$ cat src/rtl/mcc_sched_pkg.sv
`default_nettype none
// ============================================================================
// mcc_sched_pkg : shared FSM encoding and width helper for mcc_add_scheduler
// Rev 1.0
// ============================================================================
package mcc_sched_pkg;

  typedef enum logic [1:0] {
    IDLE = 2'd0,
    ADD  = 2'd1,
    RESP = 2'd2
  } state_t;

  function automatic int clog2(input int value);
    int r;
    r = 0;
    for (int i = 0; i < 31; i++) begin
      if ((1 << i) < value) r = i + 1;
    end
    return r;
  endfunction

endpackage
`default_nettype wire

$ cat src/rtl/mcc_adder.sv
`default_nettype none
// ============================================================================
// mcc_adder : unsigned N-bit adder with carry out
// Rev 1.0
// ============================================================================
module mcc_adder #(
  parameter int N = 4
) (
  input  logic [N-1:0] i_a,
  input  logic [N-1:0] i_b,
  output logic [N-1:0] o_sum,
  output logic         o_cout
);

  assign {o_cout, o_sum} = {1'b0, i_a} + {1'b0, i_b};

endmodule
`default_nettype wire

$ cat src/rtl/mcc_sched_arb.sv
`default_nettype none
// ============================================================================
// mcc_sched_arb : one-hot grant + encoded id; round-robin when MCC_SCHED_RR_EN
//                 is defined, otherwise fixed priority (lowest index wins)
// Rev 1.0
// ============================================================================
module mcc_sched_arb
  import mcc_sched_pkg::*;
#(
  parameter int NREQ = 4
) (
  input  logic [NREQ-1:0]        i_req_valid,
`ifdef MCC_SCHED_RR_EN
  input  logic [clog2(NREQ)-1:0] i_ptr,
`endif
  output logic [NREQ-1:0]        o_grant,
  output logic [clog2(NREQ)-1:0] o_gid,
  output logic                   o_any
);

  localparam int IDW = clog2(NREQ);

  logic [IDW-1:0] w_idx;
`ifdef MCC_SCHED_RR_EN
  logic [IDW:0]   w_wrap;
`endif

  // Scan candidates in priority order; the first valid one wins.
  always_comb begin
    o_grant = '0;
    o_gid   = '0;
    o_any   = 1'b0;
    w_idx   = '0;
`ifdef MCC_SCHED_RR_EN
    w_wrap  = '0;
`endif
    for (int k = 0; k < NREQ; k++) begin
`ifdef MCC_SCHED_RR_EN
      w_wrap = {1'b0, i_ptr} + (IDW+1)'(k);
      if (w_wrap >= (IDW+1)'(NREQ)) w_wrap = w_wrap - (IDW+1)'(NREQ);
      w_idx  = w_wrap[IDW-1:0];
`else
      w_idx  = IDW'(k);
`endif
      if (!o_any && i_req_valid[w_idx]) begin
        o_any          = 1'b1;
        o_grant[w_idx] = 1'b1;
        o_gid          = w_idx;
      end
    end
  end

endmodule
`default_nettype wire

$ cat src/rtl/mcc_add_scheduler.sv
`default_nettype none
// ============================================================================
// mcc_add_scheduler : time-shares one mcc_adder among NREQ valid/ready
//                     requesters; MCC_SCHED_RR_EN selects round-robin grant
// Rev 1.0
// ============================================================================
module mcc_add_scheduler
  import mcc_sched_pkg::*;
#(
  parameter int N    = 4,
  parameter int NREQ = 4
) (
  input  logic                   clk,
  input  logic                   rst_n,
  input  logic [NREQ-1:0]        req_valid,
  input  logic [NREQ*N-1:0]      req_a,
  input  logic [NREQ*N-1:0]      req_b,
  output logic [NREQ-1:0]        req_ready,
  output logic                   rsp_valid,
  input  logic                   rsp_ready,
  output logic [clog2(NREQ)-1:0] rsp_id,
  output logic [N-1:0]           rsp_sum,
  output logic                   rsp_cout,
  output logic                   busy
);

  localparam int IDW = clog2(NREQ);

  state_t          r_state, w_next_state;
  logic [N-1:0]    r_a, r_b, r_sum;
  logic [N-1:0]    w_a_sel, w_b_sel, w_sum;
  logic            r_cout, w_cout;
  logic [IDW-1:0]  r_op_id, r_rsp_id, w_gid;
  logic [NREQ-1:0] w_grant;
  logic            w_any, w_accept;
`ifdef MCC_SCHED_RR_EN
  logic [IDW-1:0]  r_ptr;
`endif

  mcc_sched_arb #(.NREQ(NREQ)) u_arb (
    .i_req_valid (req_valid),
`ifdef MCC_SCHED_RR_EN
    .i_ptr       (r_ptr),
`endif
    .o_grant     (w_grant),
    .o_gid       (w_gid),
    .o_any       (w_any)
  );

  mcc_adder #(.N(N)) u_adder (
    .i_a    (r_a),
    .i_b    (r_b),
    .o_sum  (w_sum),
    .o_cout (w_cout)
  );

  always_comb begin
    w_a_sel = '0;
    w_b_sel = '0;
    for (int i = 0; i < NREQ; i++) begin
      if (w_grant[i]) begin
        w_a_sel = req_a[i*N +: N];
        w_b_sel = req_b[i*N +: N];
      end
    end
  end

  // A new grant is offered from IDLE, or from RESP in the cycle the response leaves.
  always_comb begin
    w_next_state = r_state;
    req_ready    = '0;
    w_accept     = 1'b0;
    case (r_state)
      IDLE: begin
        if (w_any && rst_n) begin
          req_ready    = w_grant;
          w_accept     = 1'b1;
          w_next_state = ADD;
        end
      end
      ADD: w_next_state = RESP;
      RESP: begin
        if (rsp_ready) begin
          if (w_any) begin
            req_ready    = w_grant;
            w_accept     = 1'b1;
            w_next_state = ADD;
          end else begin
            w_next_state = IDLE;
          end
        end
      end
      default: w_next_state = IDLE;
    endcase
  end

  always_ff @(posedge clk or negedge rst_n) begin
    if (!rst_n) begin
      r_state  <= IDLE;
      r_a      <= '0;
      r_b      <= '0;
      r_op_id  <= '0;
      r_rsp_id <= '0;
      r_sum    <= '0;
      r_cout   <= 1'b0;
    end else begin
      r_state <= w_next_state;
      if (w_accept) begin
        r_a     <= w_a_sel;
        r_b     <= w_b_sel;
        r_op_id <= w_gid;
      end
      if (r_state == ADD) begin
        r_sum    <= w_sum;
        r_cout   <= w_cout;
        r_rsp_id <= r_op_id;
      end
    end
  end

`ifdef MCC_SCHED_RR_EN
  always_ff @(posedge clk or negedge rst_n) begin
    if (!rst_n) begin
      r_ptr <= '0;
    end else if (w_accept) begin
      r_ptr <= (w_gid == IDW'(NREQ-1)) ? '0 : w_gid + 1'b1;
    end
  end
`endif

  assign rsp_valid = (r_state == RESP);
  assign rsp_id    = r_rsp_id;
  assign rsp_sum   = r_sum;
  assign rsp_cout  = r_cout;
  assign busy      = (r_state != IDLE);

endmodule
`default_nettype wire

$ cat config.mk
export PLATFORM = sky130hd
export DESIGN_NAME = mcc_add_scheduler
export DESIGN_NICKNAME = d
export VERILOG_FILES = /design/src/rtl/mcc_sched_pkg.sv /design/src/rtl/mcc_adder.sv /design/src/rtl/mcc_sched_arb.sv /design/src/rtl/mcc_add_scheduler.sv
export SDC_FILE = /design/constraint.sdc
export NUM_CORES = 1
export LEC_CHECK = 0
export CAP_MARGIN = 10
export CORE_MARGIN = 2
export CORE_UTILIZATION = 40
export DETAILED_ROUTE_END_ITERATION = 6
export GPL_TIMING_DRIVEN = 0
export PLACE_DENSITY = 0.83
export SLEW_MARGIN = 20
export SYNTH_ARGS = -nofsm -noshare
export SYNTH_HDL_FRONTEND = slang
export SYNTH_SLANG_ARGS = --single-unit
export TNS_END_PERCENT = 5
$ cat constraint.sdc
create_clock -name clk -period 1.9 [get_ports clk]
set_input_delay 0.475 -clock clk [delete_from_list [all_inputs] [get_ports clk]]
set_output_delay 0.475 -clock clk [all_outputs]
set_load 0.01 [all_outputs]
==> summary.txt, run 1 <==
Outcome
  • Outcome: complete, but fails checks
  • Failing checks: setup timing

Setup path
  • Crit-path cells: mux2i_2, nor2_2, buf_6, buf_6, and2_4, buf_6
  • Crit start category: register
  • Critical Path Slowest Stage Cell: dfrtp_1
  • Max stage delay on crit path: 0.42 ns
  • CP Class: reg2out
  • Max Fanout on Critical Path: 4
  • Critical path's most frequent cell: buf_6
  • Worst Path Buf+Inv: 3
  • Nature of the critical path endpoint: output pin
  • Crit path arrival time: 1.56 ns
  • Delay-heaviest family, CP: flip-flops
  • Worst path required time: 1.42 ns

Logic synthesis
  • Commonest cells post-synth: 19 x dfrtp_1, 12 x nand2_1, 8 x o211ai_1, 8 x o221a_1, 8 x o22ai_1
  • Syn_area_per_cell: 10.44 um^2
  • Synth cell types: 33
  • Sequential fraction of the synthesis area: 43.38%
  • Number of synthesized flops with an enable pin: 0
  • Number of synthesized register bits: 19
  • Synth async-reset ratio: 100.0%
  • Yosys warning count: 0
  • Cells after synthesis: 105
  • Ys flop type: dfrtp_1
  • Area leader, netlist: dfrtp_1
  • Ranking of synthesized cells by area: dfrtp_1 43%, o221a_1 8.2%, o211ai_1 5.5%
  • Count leader, synth: dfrtp_1
  • Post-Syn Nets: 149
  • Mapped Area: 1096 um^2
  • Top cell type's share of synthesized area: 43.38%

CTS
  • Skew-Pair Late Insertion Delay: 0.29 ns
  • CTS tree: done
  • Clk buf depth: 2
  • H-tree depth: 1
  • CTS buffer count: 3
  • Worst-path clk slew: 0.10 ns
  • Clock Sinks: 19
  • CTS root buffer: clkbuf_4

Route
  • Total number of vias: 1,068
  • Initial DRC Count: 7
  • Routed WL: 2803 um
  • WL/cell: 14.16 um
  • Final ANT Viol Nets: 0
  • DR pass1 iterations: 4
  • DRC violations left: 0
  • DR vias/cell: 5.394

Final layout
  • # nets final: 213
  • Area growth from synthesis to layout: 60.84%
  • Fillers: 189
  • Final non-filler cell total: 198
  • Diodes inserted: 0
  • Layout cells sized above 1: 20.83%

Global route
  • Number of global-route vias before repair: 1,150
  • Total track usage: 19.28%
  • Global-route wire length before repair: 4809 um
  • Grt ovf: 0
  • Pin count of the biggest net entering global routing: 20
  • Antenna violations before repair: 0

Floorplan
  • I/O pin cnt: 52
  • Initial Utilization: 43.07%
  • Die Y: 56.35 um
  • Die Area: 3175 um^2
  • Core footprint: 2545 um^2
  • Die X: 56.35 um
  • FP Rows: 18

Power
  • Peak supply drop: 0.7372 mV
  • Pint: 1369 uW
  • Pwr dens: 1204 nW/um^2
  • Net Sw Frac: 35.50%
  • Seq pwr share: 35.2%
  • Overall power: 2123 uW
  • Combinational share of power: 55.5%
  • Clk pwr share: 9.3%
  • Sw Pwr: 753.8 uW
  • Leak Pwr: 0.0007677 uW

STA
  • Setup Skew: 0.004845 ns
  • FMAX: 491.0 MHz
  • TNS Setup: -0.3857 ns
  • Relative slew margins: 44.62%
  • Least-Margin Pin Slew: 0.8280 ns
  • Final setup vio count: 4
  • Worst setup margin: -0.1367 ns
  • Final period util: 107.2%
  • Slew Viols, Final: 0
  • RSZ-0062 raised after global routing: yes
  • Final min period: 2.037 ns
  • Endpoints failing hold: 0

Worst hold path
  • Hold WC Path Type: reg2reg

Placement
  • Pre-CTS WS: -1.505 ns
  • Placed cells: 185
  • RePlAce Congestion: 0.7652
  • DP Wirelength: 2154 um
  • PortBufs: 50

Flow run
  • Max Cap Viol: 0
[worst reg2reg max path, stage by stage (launching register included)]
cell	delay [ns]
dfrtp_1	0.43
mux2i_2	0.18
nor2_2	0.14
buf_4	0.14
buf_6	0.09
nand4b_4	0.09
buf_4	0.15
buf_4	0.15
o221a_1	0.25
[path summary, 6_finish.rpt]
path | from | slack (ns) | end | cells past startpoint
max in group asynchronous | rst_n | 0.58 | r_a[3] | 2
min in group asynchronous | rst_n | 0.80 | r_state[0] | 2
worst min register to register | rsp_sum[1] | 0.48 | rsp_sum[1] | 2
worst max-delay path | r_state[1] | -0.14 | req_ready[0] | 6
worst min-delay path | rsp_sum[1] | 0.48 | rsp_sum[1] | 2
worst max register to register | r_state[1] | 0.17 | r_b[0] | 8
[what timing repair did]
item                                    in CTS  in global routing
gates resized for setup                     36                  6
hold buffers                                 1                  0
hold endpoints to repair                    19                  0
endpoints found under the setup margin      17                  4
pin swaps                                    3                  1
setup buffers                                7                  2
[power groups by stage]
| stage | clock [uW] | combinational (uW) | sequential, uW |
|---|---|---|---|
| 6_report | 197 | 1180 | 748 |
| 5_1_grt | 223 | 1340 | 774 |
| 4_1_cts | 206 | 1160 | 743 |
| 3_5_place_dp | 0 | 1090 | 752 |
| 3_3_place_gp | 0 | 1060 | 736 |
| 2_1_floorplan | 0 | 659 | 746 |
[routing by layer]
layer  global-route usage [%]  share of wire, %  vias to the layer above
li1                         -                 -                      520
met1                    20.15                39                      490
met2                    34.79                50                       50
met3                    5.069               8.1                        8
met4                    10.54               2.7                        0
met5                        0                 0                        -
[flip-flops by register name (all words and copies together) (netlist names)]
register  count
r_a           4
r_b           4
r_op_id       2
r_state       2
rsp_cout      1
rsp_id        2
rsp_sum       4
[cell families after synthesis]
group                      synth area share (%)
and+or+nand+nor                           13.24
buffers and inverters                     4.680
DFF                                       43.38
muxes                                     3.995
AOI/OAI and AO/OA                         26.71
adders and majority gates                 6.393
xor gates and xnor gates                  1.598
[layout make-up]
| type | count | area, um^2 | area share [%] |
|---|---|---|---|
| Inverter | 7 | 27.53 | 1.561 |
| Timing Repair Buffer | 60 | 588.1 | 33.36 |
| Clock buffer | 4 | 26.28 | 1.490 |
| Buffer | 4 | 17.52 | 0.9936 |
| Multi-Input combinational cell | 74 | 590.6 | 33.50 |
| Tap cell | 30 | 37.54 | 2.129 |
| Sequential cell | 19 | 475.5 | 26.97 |
[placed cells by master (no fill, tap or decap), drive strengths merged, types with 2 or more instances in the layout]
cell type	synthesis	layout
a21oi	3	3
clkdlybuf4s50	0	41
buf	4	17
ha	4	4
o221a	8	8
nor2	5	5
clkbuf	1	5
dfrtp	19	19
xor2	2	2
or2	2	2
mux2	3	3
nand2	12	12
o22ai	8	8
a21o	2	2
o21ai	5	5
nand2b	2	2
dlygate4sd2	0	4
o211ai	8	8
inv	6	6
[per-stage QoR]
step           hold slack (ns)  instance area (um^2)  utilization (%)
2_1_floorplan           0.1794                  1096                -
3_3_place_gp            0.4601                  1634            64.21
3_5_place_dp            0.4695                  1634            64.21
4_1_cts                 0.4939                  1738            68.29
5_1_grt                 0.5343                  1763            69.27
6_report                0.4849                  1763            69.27
No activity file was read; power rests on OpenSTA's default activity.
==> inputs of run 2 (changes only) <==
Settings changed: SLEW_MARGIN 20 to not set.
==> results of run 2 <==
Same layout as run 1: the final DEF is identical, and so are final timing and power.
==> inputs of run 3 (changes only) <==
Settings changed: CORE_UTILIZATION 40 to 43, PLACE_DENSITY 0.83 to 0.88.
Clock period 1.9 ns to 2.36 ns, I/O delays scaled along.
==> run 3 against run 2 <==
The run now ends clean. Clock-buffer cell count stayed put. Non-clock buffer count fell by 4. Sequential power shrank 19%. Worst hold slack got worse by 0.37 ns. Sequential share of layout area is 1.1 points higher. Clock power shrank 21%. Global-route usage grew 1.9 points. Combinational power is 21% lower. Critical endpoint is now req_ready[2]. Largest cell class is now multi-input gates.
==> summary.txt, run 3 (same netlist as run 1, synthesis figures left out) <==
Floorplan
  • Die X: 54.49 um
  • Core footprint: 2455 um^2
  • Die Area: 2969 um^2
  • Initial Utilization: 44.65%
  • Die Y: 54.49 um
  • FP Rows: 18
  • I/O pin cnt: 52

Setup path
  • Nature of the critical path endpoint: output pin
  • Critical Path Slowest Stage Cell: clkdlybuf4s50_1
  • Max stage delay on crit path: 0.47 ns
  • Crit start category: input port
  • Worst path required time: 1.77 ns
  • Crit path arrival time: 1.71 ns
  • Delay-heaviest family, CP: buffers and inverters
  • Max Fanout on Critical Path: 4
  • Crit-path cells: clkdlybuf4s50_1, nor2_2, and3_1, buf_2
  • Worst Path Buf+Inv: 2
  • CP Class: in2out

Route
  • WL/cell: 13.37 um
  • M1 WL: 971 um
  • Total number of vias: 1,034
  • DR pass1 iterations: 4
  • Routed wl met2: 1375 um
  • Wire length on met3: 220 um
  • DRC violations left: 0
  • Initial DRC Count: 3
  • Max Used Layer: met4
  • Routed WL: 2594 um
  • Final ANT Viol Nets: 0
  • DR vias/cell: 5.330

Global route
  • Number of global-route vias before repair: 1,088
  • Pin count of the biggest net entering global routing: 21
  • Total track usage: 21.15%
  • Antenna violations before repair: 0
  • Grt ovf: 0
  • Global-route wire length before repair: 4416 um

STA
  • FMAX: 435.0 MHz
  • Endpoints failing hold: 0
  • Relative slew margins: 75.33%
  • Least-Margin Pin Slew: 0.3700 ns
  • Setup Skew: 0.002553 ns
  • RSZ-0062 raised after global routing: no
  • Final period util: 97.40%
  • Final min period: 2.299 ns
  • Slew Viols, Final: 0
  • Worst setup margin: 0.06125 ns
  • Final setup vio count: 0

CTS
  • Worst-path clk slew: 0.10 ns
  • CTS tree: done
  • Clock Sinks: 19
  • CTS buffer count: 3
  • CTS Hold Bufs: 0
  • Skew-Pair Late Insertion Delay: 0.29 ns
  • Clk buf depth: 2
  • CTS root buffer: clkbuf_4
  • H-tree depth: 1

Final layout
  • Final instance area: 1693 um^2
  • Area growth from synthesis to layout: 54.45%
  • Most common cell after layout, fill and taps aside: clkdlybuf4s50_1
  • Diodes inserted: 0
  • # nets final: 209
  • Layout cells sized above 1: 17.07%
  • Most frequent cells in the layout: 44 x clkdlybuf4s50_1, 19 x dfrtp_1, 12 x nand2_1
  • Final non-filler cell total: 194

Worst hold path
  • Hold WC Path Type: in2async

Outcome
  • Outcome: complete, no violations

Placement
  • Placed cells: 185
  • RePlAce Congestion: 0.7827
  • DP Wirelength: 2199 um
  • PortBufs: 50
  • Pre-CTS WS: -1.272 ns
  • Placed Area: 1634 um^2

Flow run
  • Max Cap Viol: 0

Power
  • Leak Pwr: 0.0007375 uW
  • Peak supply drop: 0.5048 mV
  • Pwr dens: 998.1 nW/um^2
-- run 3: what timing repair did --
item,CTS,global route
pin swaps,2,0
resized for setup,24,2
buffers inserted,5,0
endpoints found under the setup margin,13,2
-- run 3: final cells by class --
cell class / instances / area (um^2)
Tap cell: 30 / 37.54
Clock buffer: 4 / 26.28
Sequential cell: 19 / 475.5
Fill cell: 178 / 762.0
Multi-Input combinational cell: 74 / 573.1
Buffer: 5 / 28.78
Timing Repair Buffer: 55 / 524.3
Inverter: 7 / 27.53
-- run 3: final timing paths --
check	start	end	slack, ns	cells after the start
max	req_valid[1]	req_ready[2]	0.06	4
min	rst_n	r_op_id[0]	0.11	1
max reg2reg	r_state[1]	r_a[3]	0.81	6
min reg2reg	rsp_sum[3]	rsp_sum[3]	0.49	2
max in group asynchronous	rst_n	rsp_cout	2.08	1
min in group clk	rsp_sum[3]	rsp_sum[3]	0.49	2
-- run 3: power by group --
group          switching [uW]  internal (uW)  total, uW
registers                 116            487        603
clock network            90.8           65.7        156
logic                     395            536        931
-- run 3: layer usage --
metal | GRT usage [%] | up-vias
li1 | - | 506
met1 | 21.25 | 481
met2 | 40.16 | 45
met3 | 5.191 | 2
met4 | 10.00 | 0
met5 | 0 | -
-- run 3: worst reg2reg max path: cells and delay by family, from the launching register on --
family                 cells  cell delay [ns]
muxes                      1             0.18
buffers and inverters      2             0.32
and+or+nand+nor            2             0.27
DFF                        1             0.43
AOI/OAI and AO/OA          1             0.24
-- run 3: per-stage QoR --
stage               total power, uW  hold slack, ns  utilization [%]  TNS [ns]
finish                         1690          0.1130            68.96         0
global route                   1836          0.1029            68.96         0
CTS                            1701          0.1449            68.65         0
detailed placement             1505          0.4708            66.56    -8.396
global placement               1440          0.4603            66.56    -7.674
floorplan                      1131          0.2944                -         0
